`config.mk`:
```
export PLATFORM = sky130hd
export DESIGN_NAME = pb_io_regbank
export DESIGN_NICKNAME = d
export VERILOG_FILES = /design/src/rtl/pb_io_pkg.sv /design/src/rtl/pb_irq_ctrl.sv /design/src/rtl/pb_io_regbank.sv
export SDC_FILE = /design/constraint.sdc
export NUM_CORES = 1
export LEC_CHECK = 0
export ABC_AREA = 0
export CORE_ASPECT_RATIO = 1.1
export CORE_MARGIN = 2
export CORE_UTILIZATION = 30
export DETAILED_ROUTE_END_ITERATION = 8
export PLACE_DENSITY = 0.66
export SETUP_SLACK_MARGIN = 0.4
export SYNTH_ARGS = -nofsm -noshare
export SYNTH_HDL_FRONTEND = slang
export SYNTH_SLANG_ARGS = --single-unit
```
`constraint.sdc`:
```
create_clock -name sysclk -period 2.1 [get_ports sysclk]
set_clock_uncertainty 0.1 [all_clocks]
set_input_delay 0.42 -clock sysclk [delete_from_list [all_inputs] [get_ports sysclk]]
set_output_delay 0.42 -clock sysclk [all_outputs]
set_load 0.01 [all_outputs]
```
`src/rtl/pb_io_pkg.sv`:
```
// pb_io_pkg
// Shared constants and helpers for the PicoBlaze I/O register bank.
// Holds the fixed addresses of the interrupt and identification registers,
// the port-count ceiling that keeps the port windows clear of 0xF0..0xFF,
// and a small decoder that classifies a port_id for the read multiplexer.
package pb_io_pkg;

    localparam logic [7:0] ADDR_IRQ_PEND = 8'hF0;
    localparam logic [7:0] ADDR_IRQ_MASK = 8'hF1;
    localparam logic [7:0] ADDR_ID_NIN   = 8'hF2;
    localparam logic [7:0] ADDR_ID_NOUT  = 8'hF3;

    // Port windows start at 0x00 and must never reach the register block at 0xF0.
    localparam int MAX_PORTS = 240;

    typedef enum logic [2:0] {
        SEL_PORT = 3'd0,
        SEL_PEND = 3'd1,
        SEL_MASK = 3'd2,
        SEL_NIN  = 3'd3,
        SEL_NOUT = 3'd4
    } rd_sel_e;

    // Anything that is not one of the fixed registers falls through to the
    // input-port window; an unmatched port there reads as zero.
    function automatic rd_sel_e special_sel(input logic [7:0] addr);
        case (addr)
            ADDR_IRQ_PEND: return SEL_PEND;
            ADDR_IRQ_MASK: return SEL_MASK;
            ADDR_ID_NIN:   return SEL_NIN;
            ADDR_ID_NOUT:  return SEL_NOUT;
            default:       return SEL_PORT;
        endcase
    endfunction

endpackage

```
`src/rtl/pb_irq_ctrl.sv`:
```
// pb_irq_ctrl
// Interrupt controller for the PicoBlaze register bank.
// Detects rising edges on the synchronous interrupt sources, latches them in
// IRQ_PEND (write-1-to-clear, set wins over clear), holds IRQ_MASK, registers
// ACT = |(PEND & MASK) and drives the interrupt flip-flop, which sets on a
// 0->1 of ACT and clears on interrupt_ack.
// Ports:
//   sysclk, sysreset      clock, synchronous active-low reset
//   irq_src[N_IRQ]        interrupt sources
//   pend_w1c, mask_wr     decoded write strobes for IRQ_PEND / IRQ_MASK
//   wr_bits[N_IRQ]        write data (only the implemented bits)
//   interrupt_ack         acknowledge from the processor
//   irq_pend, irq_mask    DW-wide read views, unimplemented bits zero
//   interrupt             interrupt request
module pb_irq_ctrl
    import pb_io_pkg::*;
#(
    parameter int DW    = 8,
    parameter int N_IRQ = 4
) (
    input  logic             sysclk,
    input  logic             sysreset,
    input  logic [N_IRQ-1:0] irq_src,
    input  logic             pend_w1c,
    input  logic             mask_wr,
    input  logic [N_IRQ-1:0] wr_bits,
    input  logic             interrupt_ack,
    output logic [DW-1:0]    irq_pend,
    output logic [DW-1:0]    irq_mask,
    output logic             interrupt
);

    generate
        if (N_IRQ < 1 || N_IRQ > DW) begin : g_bad_nirq
            $error("pb_irq_ctrl: N_IRQ must be in 1..DW");
        end
    endgenerate

    logic [N_IRQ-1:0] irq_src_p1;
    logic [N_IRQ-1:0] pend_r;
    logic [N_IRQ-1:0] mask_r;
    logic [N_IRQ-1:0] rise_p0;
    logic [N_IRQ-1:0] pend_nxt;
    logic             act_p1;
    logic             act_p2;
    logic             irq_r;

    // Edge detect against last cycle's sample; a clear and a fresh edge on the
    // same bit in one cycle leaves the bit set.
    always_comb begin
        rise_p0  = irq_src & ~irq_src_p1;
        pend_nxt = (pend_r & ~(pend_w1c ? wr_bits : '0)) | rise_p0;
    end

    // ---- stage p1: pend/mask state, ACT; stage p2: ACT history, interrupt ----
    always_ff @(posedge sysclk) begin
        if (!sysreset) begin
            irq_src_p1 <= '0;
            pend_r     <= '0;
            mask_r     <= '0;
            act_p1     <= 1'b0;
            act_p2     <= 1'b0;
            irq_r      <= 1'b0;
        end else begin
            irq_src_p1 <= irq_src;
            pend_r     <= pend_nxt;
            if (mask_wr) begin
                mask_r <= wr_bits;
            end
            act_p1 <= |(pend_r & mask_r);
            act_p2 <= act_p1;
            // Ack beats a simultaneous rise; otherwise only a fresh rise of
            // ACT re-arms, so a level that stays high after ack is ignored.
            if (interrupt_ack) begin
                irq_r <= 1'b0;
            end else if (act_p1 && !act_p2) begin
                irq_r <= 1'b1;
            end
        end
    end

    assign irq_pend  = DW'(pend_r);
    assign irq_mask  = DW'(mask_r);
    assign interrupt = irq_r;

endmodule

```
`src/rtl/pb_io_regbank.sv`:
```
// pb_io_regbank
// PicoBlaze (KCPSM6) I/O register bank.
// Read side: registered multiplexer over N_IN input ports plus the interrupt
// and identification registers, updated every cycle from port_id, with a
// one-cycle rd_pulse per input port read (FIFO pop).
// Write side: N_OUT output registers, each with a one-cycle wr_pulse.
// Interrupt logic lives in pb_irq_ctrl.
// Ports:
//   sysclk, sysreset             clock, synchronous active-low reset
//   port_id, write_strobe,
//   read_strobe, io_data_in      PicoBlaze I/O bus
//   io_data_out                  registered read data
//   in_data  [N_IN*DW]           input port k at [k*DW +: DW]
//   out_data [N_OUT*DW]          output register k at [k*DW +: DW]
//   rd_pulse [N_IN], wr_pulse [N_OUT]   per-port access pulses
//   irq_src, interrupt, interrupt_ack   interrupt sources and handshake
module pb_io_regbank
    import pb_io_pkg::*;
#(
    parameter int DW    = 8,
    parameter int N_IN  = 16,
    parameter int N_OUT = 16,
    parameter int N_IRQ = 4
) (
    input  logic                sysclk,
    input  logic                sysreset,
    input  logic [7:0]          port_id,
    input  logic                write_strobe,
    input  logic                read_strobe,
    input  logic [DW-1:0]       io_data_in,
    output logic [DW-1:0]       io_data_out,
    input  logic [N_IN*DW-1:0]  in_data,
    output logic [N_OUT*DW-1:0] out_data,
    output logic [N_IN-1:0]     rd_pulse,
    output logic [N_OUT-1:0]    wr_pulse,
    input  logic [N_IRQ-1:0]    irq_src,
    output logic                interrupt,
    input  logic                interrupt_ack
);

    generate
        if (N_IN < 1 || N_IN > MAX_PORTS) begin : g_bad_nin
            $error("pb_io_regbank: N_IN must be in 1..240");
        end
        if (N_OUT < 1 || N_OUT > MAX_PORTS) begin : g_bad_nout
            $error("pb_io_regbank: N_OUT must be in 1..240");
        end
        if (N_IRQ < 1 || N_IRQ > DW) begin : g_bad_nirq
            $error("pb_io_regbank: N_IRQ must be in 1..DW");
        end
    endgenerate

    logic [DW-1:0]       irq_pend;
    logic [DW-1:0]       irq_mask;
    logic                pend_w1c;
    logic                mask_wr;
    rd_sel_e             rd_sel_p0;
    logic [DW-1:0]       rd_in_p0;
    logic [DW-1:0]       rd_word_p0;
    logic [N_IN-1:0]     rd_hit_p0;
    logic [N_OUT-1:0]    wr_hit_p0;
    logic [N_OUT*DW-1:0] out_r;

    assign pend_w1c = write_strobe && (port_id == ADDR_IRQ_PEND);
    assign mask_wr  = write_strobe && (port_id == ADDR_IRQ_MASK);

    pb_irq_ctrl #(
        .DW    (DW),
        .N_IRQ (N_IRQ)
    ) u_irq_ctrl (
        .sysclk        (sysclk),
        .sysreset      (sysreset),
        .irq_src       (irq_src),
        .pend_w1c      (pend_w1c),
        .mask_wr       (mask_wr),
        .wr_bits       (io_data_in[N_IRQ-1:0]),
        .interrupt_ack (interrupt_ack),
        .irq_pend      (irq_pend),
        .irq_mask      (irq_mask),
        .interrupt     (interrupt)
    );

    // Every port is matched with a full 8-bit compare so aliases never occur;
    // the port windows stay below 0xF0, so they cannot collide with the
    // fixed registers.
    always_comb begin
        rd_in_p0  = '0;
        rd_hit_p0 = '0;
        for (int k = 0; k < N_IN; k++) begin
            if (port_id == 8'(k)) begin
                rd_in_p0     = in_data[k*DW +: DW];
                rd_hit_p0[k] = 1'b1;
            end
        end
    end

    always_comb begin
        wr_hit_p0 = '0;
        for (int k = 0; k < N_OUT; k++) begin
            if (port_id == 8'(k)) begin
                wr_hit_p0[k] = 1'b1;
            end
        end
    end

    always_comb begin
        rd_sel_p0  = special_sel(port_id);
        rd_word_p0 = rd_in_p0;
        case (rd_sel_p0)
            SEL_PEND: rd_word_p0 = irq_pend;
            SEL_MASK: rd_word_p0 = irq_mask;
            SEL_NIN:  rd_word_p0 = DW'(N_IN);
            SEL_NOUT: rd_word_p0 = DW'(N_OUT);
            default:  rd_word_p0 = rd_in_p0;
        endcase
    end

    // ---- stage p1: read data, access pulses, output registers ----
    // Reset has priority, so a strobe seen during reset is dropped and never
    // turns into a pulse afterwards.
    always_ff @(posedge sysclk) begin
        if (!sysreset) begin
            io_data_out <= '0;
            rd_pulse    <= '0;
            wr_pulse    <= '0;
            out_r       <= '0;
        end else begin
            io_data_out <= rd_word_p0;
            rd_pulse    <= read_strobe ? rd_hit_p0 : '0;
            wr_pulse    <= write_strobe ? wr_hit_p0 : '0;
            for (int k = 0; k < N_OUT; k++) begin
                if (write_strobe && wr_hit_p0[k]) begin
                    out_r[k*DW +: DW] <= io_data_in;
                end
            end
        end
    end

    assign out_data = out_r;

endmodule

```
# Word level (Yosys, flattened, before mapping)
# Index checks and enable logic that the tools add are counted.
word_totals:
  in_bits: 153
  register_bits: 183
  output_inout_bits: 169
classes:
  eq_ne: 23
  n_mux: 35
  n_reduce_logical: 26
  n_bitwise: 7
op_table:
  columns: ["op", "count"]
  rows:
  - ["$mux 8", 16]
  - ["$eq 8x4->1 const B", 8]
  - ["$eq 8x3->1 const B", 4]
  - ["$eq 8x8->1 const B", 4]
  - ["$pmux 8 s3", 1]
  - ["$logic_and 1x1->1", 19]
  - ["$eq 8x2->1 const B", 2]
  - ["$mux 1", 16]
  - ["$and 4x4->4", 3]
  - ["$pmux 3 s4", 1]
  - ["$eq 8x1->1 const B", 1]
  - ["$logic_not 8->1", 1]
  - ["$not 4->4", 2]
  - ["$eq 3x2->1 const B", 2]
  - ["$mux 4", 1]
  - ["$or 4x4->4", 1]
  - ["$reduce_and 2->1", 2]
  - ["$reduce_or 2->1", 2]
  - ["$reduce_or 4->1", 1]
  - ["$eq 3x1->1 const B", 1]
  - ["$eq 3x3->1 const B", 1]
  - ["$logic_not 1->1", 1]
  - ["$not 1->1", 1]

# Longest topological paths before layout
# Gate-level depths: netlist (run 1).
depth:
  word_depth: 18
  depth_mapped: 8
  depth_no_buf: 5

# By module
# From an unflattened synthesis (run 1), not the netlist that was laid out.
hier_totals:
  cells_unflattened: 957
  area_unflattened_um2: 7793.7
by_module_without_submodules:
  columns: ["mod", "seq_area_each_um2", "cells_per_inst", "n_inst", "area_each_um2"]
  rows:
  - ["pb_io_regbank", 3363.2, 900, 1, 7176.9]
  - ["pb_irq_ctrl", 300.3, 57, 1, 616.8]

# Worst setup path after synthesis (run 1)
# No wires, ideal clock.
synth_timing:
  kind: "input to register"
  from: "in port_id[5]"
  to: "reg out_r[48], in the netlist out_data[48]"
  t_arrival_ns: 1.959
  path_buffers: 2
  setup_slack_ns: -0.087
  t_required_ns: 1.872
  setup_ns: 0.128
  path_stages: 7
  cell_sequence: "or4_1 > clkbuf_1 > or3_1 > buf_6 > nor2_8 > mux2i_1 > nor2_1"
synth_between:
  elab_chain_len: 3
synth_rtl:
  columns: ["item", "line_no", "rtl"]
  rows:
  - ["start: declaration", "pb_io_regbank.sv:27", "input logic [7:0] port_id,"]
  - ["$eq 8x3->1", "pb_io_regbank.sv:100", "if (port_id == 8'(k)) begin"]
  - ["$mux 1", "pb_io_regbank.sv:100", null]
  - ["$logic_and 1x1->1", "pb_io_regbank.sv:132", "if (write_strobe && wr_hit_p0[k]) begin"]
  - ["end signal: indexed assignment", "pb_io_regbank.sv:133", "out_r[k*DW +: DW] <= io_data_in;"]
  - ["end: declaration", "pb_io_regbank.sv:62", "logic [N_OUT*DW-1:0] out_r;"]
# No other way between the ends.
# A chain may end at the register's enable or synchronous reset.

# Final worst setup path (run 1)
# Ends and elaborated chain as after synthesis.

==> results.sh, run 1 <==
export IMPL_status="finished, final reports clean"
export IMPL_yosys_area_top_type="dfxtp_1"
export IMPL_switching_power_mw=1.98
export IMPL_synth_seq_cells=183
export IMPL_cp_end_kind="register"
export IMPL_grt_pass1_wl_mm=47.3
export IMPL_antenna_found_initial=3
export IMPL_synth_nets=1061
export IMPL_max_cap_violations=0
export IMPL_rows=61
export IMPL_fill_cells=2341
export IMPL_dpl_hpwl_mm=23.4
export IMPL_path_class="input pin to register"
export IMPL_grt_max_degree=57
export IMPL_sw_frac_of_total=0.261
export IMPL_p_total_mw=7.59
export IMPL_critPathBufInv=2
export IMPL_overflow=0
export IMPL_syn_area_um2=7610
export IMPL_cts_buffers=17
export IMPL_setup_ws_ns=0.197
export IMPL_crit_chain="buf_6 -> or4_4 -> or3_4 -> buf_12 -> nor2_8 -> mux2i_1 -> nor2_1"
export IMPL_postLayoutCoreUtil=0.528
export IMPL_ys_flop_type="dfxtp_1"
export IMPL_reg2regPathDepth=4
export IMPL_pwr_share_seq=0.460
export IMPL_nets=1470
export IMPL_first_iter_violations=510
export IMPL_clockPowerShare=0.412
export IMPL_critPathLaunchType="input pin"
export IMPL_hold_path_class="register to register"
export IMPL_cp_top_family="simple AND/OR/NAND/NOR gates"
export IMPL_hold_path_startpoint="out_data[66]"
export IMPL_gp_congestion=0.892
export IMPL_register_area_um2=3660
export IMPL_r2r_end="io_data_out[2]"
export IMPL_pin_count=322
export IMPL_combPwrFrac=0.129
export IMPL_dr_pass1_iters=5
export IMPL_ir_worst_vdd_uv=472
export IMPL_htreeDepth=4
export IMPL_synth_top_cell_area_share=0.482
export IMPL_power_density_nw_per_um2=572
export IMPL_cts_tree="built"
export IMPL_vias=8195
export IMPL_finalHoldViolCount=0
export IMPL_ant_nets=0
export IMPL_internal_power_mw=5.61
export IMPL_worst_slew_pin_slew_ns=0.462
export IMPL_groute_usage_overall=0.233
export IMPL_p_leak_nw=5.69
export IMPL_syn_avg_cell_area_um2=8.38
export IMPL_syn_inst=908
export IMPL_r2r_start="u_irq_ctrl.mask_r[2]"
export IMPL_die_w_um=156
export IMPL_fin_crit_ns=1.90
export IMPL_pre_cts_slack_ns=-0.715
export IMPL_critPathRequiredTime_ns=2.31
export IMPL_coreArea_um2=25100
export IMPL_yosys_warnings=0
export IMPL_post_route_period_util=0.906
export IMPL_fin_area_um2=13300
export IMPL_synthArstFlopShare=0
export IMPL_r2r_slack_ns=0.85
export IMPL_synthDistinctLibCells=51
export IMPL_timing_fmax_mhz=526
export IMPL_drive_above_1_share=0.250
export IMPL_arrival_ns=2.11
export IMPL_grt_pass1_vias=8041
export IMPL_drv_slew=0
export IMPL_clkSinkCount=183
export IMPL_critical_path_depth=7
export IMPL_cpPeakStageDelay_ns=0.57
export IMPL_clkTransAtPathRegs_ns=0.07
export IMPL_die_y_um=171
export IMPL_path_max_fanout=8
export IMPL_ys_seq_area_frac=0.482
export IMPL_crit_slowest_cell="or4_4"
export IMPL_rsz0062_at_grt="true"
export IMPL_min_path_cells=2
export IMPL_worstSkewPairLatency_ns=0.43
export IMPL_dpl_cell_area_um2=12100
export IMPL_synth_edf_count=0
export IMPL_cts_buffer_depth=2
export IMPL_syn2layout_area_growth_pct=74.4
export IMPL_start_util=0.303
export IMPL_clockRootBuffer="clkbuf_16"
export IMPL_dieArea_um2=26600
export IMPL_drc=0
export IMPL_hold_end="out_data[66]"
export IMPL_viasPerCell=4.97
export IMPL_setup_viol=0
export IMPL_routed_wl_mm=31.9
export IMPL_multiInputGateArea_um2=4180
export IMPL_post_drt_wl_per_cell_um=19.3
export IMPL_max_slew_margin=0.689
export IMPL_synthTopCellsByArea="dfxtp_1 (48%), nand2_1 (9.0%), a21oi_1 (8.0%), mux2i_1 (6.8%), o21ai_0 (4.4%)"
export IMPL_io_buffer_count=321
## registers in the layout (all words and copies together) (netlist names)
register               cells
u_irq_ctrl.pend_r          4
u_irq_ctrl.act_p2          1
io_data_out                8
out_data                 128
u_irq_ctrl.irq_src_p1      4
u_irq_ctrl.mask_r          4
u_irq_ctrl.act_p1          1
u_irq_ctrl.interrupt       1
rd_pulse                  16
wr_pulse                  16
## through the flow
step                      TNS [ns]  hold WS [ns]  cells
after floorplan              -1.37         0.335    908
after global placement      -80.22         0.342   1594
after detailed placement    -83.16         0.347   1594
after CTS                        0         0.354   1635
after global routing             0         0.375   1648
final                            0         0.357   1648
## synthesized netlist by cell type, types with 8 or more instances
library cell	number
dfxtp_1	183
nand2_1	183
a21oi_1	121
nor2_1	76
o21ai_0	67
clkbuf_1	58
mux2i_1	52
nor3_1	18
nand3_1	12
buf_2	11
a22oi_1	8
a31oi_1	8
and2_1	8
nor2b_1	8
## power groups by stage
stage | sequential [mW] | clock (mW) | combinational, mW
2_1_floorplan | 3.57 | 0 | 0.332
3_3_place_gp | 3.57 | 0 | 0.907
3_5_place_dp | 3.57 | 0 | 0.909
4_1_cts | 3.49 | 3.18 | 0.932
5_1_grt | 3.49 | 3.33 | 1.03
6_report | 3.49 | 3.13 | 0.977
## cell usage in the layout (no fill, tap or decap), types with 6 or more instances in the layout
cell type and n:
o21ai_1 23, nor2_4 15, and2_1 7, o21ai_0 29, nand3_1 9, dfxtp_1 183
buf_12 16, clkbuf_16 18, a22oi_1 8, a21oi_1 91, nor3_1 8, buf_4 90
nor3_2 6, a21oi_2 30, dlygate4sd2_1 170, clkdlybuf4s50_1 143, mux2i_1 52, nor2_2 9
nor2_1 58, a31oi_1 8, inv_8 6, nand2_2 23, mux4_2 7, buf_8 6
mux2_2 7, o21ai_2 15, nand2_1 155, buf_6 28
## worst max-delay path by stage
| stage | slack (ns) | end | startpoint |
|---|---|---|---|
| after detailed placement | -0.72 | out_data[48] | port_id[5] |
| after global placement | -0.66 | io_data_out[7] | port_id[5] |
| after global routing | 0.15 | out_data[62] | port_id[5] |
| after floorplan | -0.08 | out_data[40] | port_id[5] |
| final | 0.20 | out_data[48] | port_id[5] |
| after CTS | 0.12 | out_data[48] | port_id[6] |
## kinds of logic (layout without fill, tap and decap cells)
family	Yosys count	after routing	share of synthesized area
buffers and inverters	80	502	0.0423
DFF	183	183	0.482
AOI/OAI and AO/OA	244	244	0.182
and+or+nand+nor	335	335	0.194
muxes	66	66	0.0995
other	0	3	0
## what timing repair did
action                                  in CTS  in global routing
gates resized for setup                    252                156
hold buffers                                 0                  0
pin swaps                                   32                 44
buffers inserted                             7                  8
endpoints found under the setup margin     345                159
cloned                                       2                  2
## routing by layer
layer	vias up	routed length (um)	track usage
met5	-	0	0
met4	0	687	0.0630
met3	37	1980	0.0653
met2	271	15200	0.379
met1	3926	14000	0.304
li1	3961	-	-
## area by class of cell
cell class,count,share of cell area
Clock buffer,18,0.0331
Inverter,8,0.00245
Sequential cell,183,0.276
Multi-Input combinational cell,645,0.315
Tap cell,315,0.0297
Antenna cell,3,0.000566
Clock inverter,14,0.0102
Timing Repair Buffer,462,0.333
## worst register-to-register path, stage by stage, from the launching register on
cell,delay [ns]
dfxtp_1,0.33
mux2i_1,0.21
o22ai_1,0.14
a211oi_2,0.26
a21oi_1,0.09
Note: power is estimated with default switching activity, not from simulation.
==> inputs of run 2 (changes only) <==
Settings changed: CORE_MARGIN 2 to 4, PLACE_DENSITY 0.66 to 0.64.
Clock period 2.1 ns to 2.25 ns, I/O delays scaled along.
==> results.sh, run 2 (same netlist as run 1, synthesis figures left out) <==
export IMPL_status="finished, final reports clean"
export IMPL_viasPerCell=4.97
export IMPL_coreArea_um2=24700
export IMPL_setup_ws_ns=0.316
export IMPL_clkTransAtPathRegs_ns=0.07
export IMPL_critPathRequiredTime_ns=2.52
export IMPL_rows=60
export IMPL_ir_worst_vdd_uv=460
export IMPL_rsz0062_at_grt="true"
export IMPL_final_common_cell="dfxtp_1"
export IMPL_drv_slew=0
export IMPL_drive_above_1_share=0.197
export IMPL_fin_area_um2=12800
export IMPL_hold_end="out_data[38]"
export IMPL_post_drt_wl_per_cell_um=19.6
export IMPL_routed_wl_mm=31.9
export IMPL_cts_buffer_depth=2
export IMPL_min_path_cells=2
export IMPL_dr_pass1_iters=5
export IMPL_first_iter_violations=459
export IMPL_power_density_nw_per_um2=551
export IMPL_grt_pass1_wl_mm=47.6
export IMPL_groute_usage_overall=0.217
export IMPL_r2r_slack_ns=0.95
export IMPL_setup_viol=0
export IMPL_path_max_fanout=8
export IMPL_hold_path_startpoint="out_data[38]"
export IMPL_antennaDiodeCount=0
export IMPL_dpl_cell_area_um2=11900
export IMPL_finalHoldViolCount=0
export IMPL_path_class="input pin to register"
export IMPL_pwr_share_seq=0.463
export IMPL_switching_power_mw=1.75
export IMPL_dieArea_um2=28000
export IMPL_worstSkewPairLatency_ns=0.43
export IMPL_r2r_end="io_data_out[1]"
export IMPL_largest_register_ffs=128
export IMPL_overflow=0
export IMPL_clkSinkCount=183
export IMPL_arrival_ns=2.20
export IMPL_clockPowerShare=0.415
export IMPL_worst_slew_pin_slew_ns=0.538
export IMPL_pin_count=322
export IMPL_fin_crit_ns=1.93
export IMPL_die_y_um=175
export IMPL_drc=0
export IMPL_combPwrFrac=0.122
export IMPL_cts_tree="built"
export IMPL_cp_end_kind="register"
export IMPL_p_leak_nw=5.59
export IMPL_start_util=0.308
export IMPL_vias=8074
export IMPL_htreeDepth=4
export IMPL_ant_nets=0
export IMPL_cts_buffers=17
export IMPL_max_slew_margin=0.641
export IMPL_internal_power_mw=5.28
export IMPL_io_buffer_count=321
export IMPL_gp_congestion=0.860
export IMPL_fill_cells=2335
export IMPL_syn2layout_area_growth_pct=67.9
export IMPL_r2r_start="u_irq_ctrl.mask_r[1]"
export IMPL_grt_pass1_vias=8010
export IMPL_nets=1453
export IMPL_timing_fmax_mhz=517
export IMPL_final_cell_mix="dfxtp_1 (183), nand2_1 (166), dlygate4sd2_1 (153)"
export IMPL_pre_cts_slack_ns=-0.575
export IMPL_dpl_hpwl_mm=23.7
export IMPL_clockRootBuffer="clkbuf_16"
export IMPL_sw_frac_of_total=0.249
export IMPL_max_cap_violations=0
export IMPL_grt_max_degree=44
export IMPL_reg2regPathDepth=4
export IMPL_hold_path_class="register to register"
export IMPL_antenna_found_initial=0
export IMPL_critPathLaunchType="input pin"
export IMPL_die_w_um=160
export IMPL_post_route_period_util=0.859
## run 2: cell count changes in the layout (fill, tap and decap cells not counted), sizes merged
| cell | before | now |
|---|---|---|
| diode | 3 | 0 |
| dlymetal6s2s | 1 | 13 |
| dlygate4sd2 | 170 | 153 |
| buf | 144 | 128 |
| clkbuf | 22 | 21 |
| clkinv | 7 | 8 |
| inv | 13 | 9 |
| clkdlybuf4s50 | 143 | 150 |
| bufinv | 0 | 1 |
## run 2: final cells by class
cell class / count / area (um2) / share of cell area
Sequential cell: 183 / 3660 / 0.287
Clock inverter: 12 / 120 / 0.00940
Inverter: 8 / 32.5 / 0.00255
Clock buffer: 20 / 447 / 0.0350
Multi-Input combinational cell: 645 / 3920 / 0.307
Tap cell: 310 / 388 / 0.0304
Timing Repair Buffer: 445 / 4210 / 0.329
## run 2: layer usage
metal / routed length, um / GRT usage / vias up
met3: 2080 / 0.0620 / 28
met5: 0 / 0 / -
met1: 14100 / 0.282 / 3877
li1: - / - / 3928
met4: 478 / 0.0502 / 0
met2: 15300 / 0.359 / 241
## run 2: worst max-delay path by stage
stage	endpoint	slack, ns	from
after global placement	out_data[48]	-0.55	port_id[5]
after floorplan	out_data[40]	0.04	port_id[5]
final	out_data[30]	0.32	port_id[4]
after detailed placement	out_data[49]	-0.58	port_id[5]
after global routing	out_data[25]	0.27	port_id[4]
after CTS	out_data[1]	0.28	port_id[5]
## run 2: worst max-delay path, cell delays in order
cell and delay [ns]:
buf_8 0.10, or4_4 0.57, buf_6 0.15, or3_4 0.33, buf_8 0.15, nor2_4 0.22
nand2_1 0.10, a21oi_2 0.12
## run 2: per-stage QoR
step / utilization / std cells / hold slack (ns) / setup TNS [ns] / total power [mW]
floorplan: - / 908 / 0.335 / 0 / 3.64
global placement: 0.483 / 1579 / 0.343 / -57.39 / 4.16
detailed placement: 0.483 / 1579 / 0.348 / -59.66 / 4.16
CTS: 0.505 / 1618 / 0.356 / 0 / 7.07
global route: 0.517 / 1623 / 0.374 / 0 / 7.26
finish: 0.517 / 1623 / 0.352 / 0 / 7.04
## run 2: power groups by stage
stage	combinational [mW]	clock [mW]	sequential [mW]
after floorplan	0.304	0	3.33
after global placement	0.821	0	3.33
after detailed placement	0.822	0	3.33
after CTS	0.837	2.98	3.26
after global routing	0.911	3.09	3.26
final	0.859	2.92	3.26
## run 2: repair_timing
| action | 4_1_cts | 5_1_grt |
|---|---|---|
| gates resized for setup | 199 | 88 |
| buffers inserted | 7 | 5 |
| pin swaps | 13 | 23 |
| hold buffers | 0 | 0 |
| cloned | 0 | 0 |
| endpoints found under the setup margin | 318 | 141 |
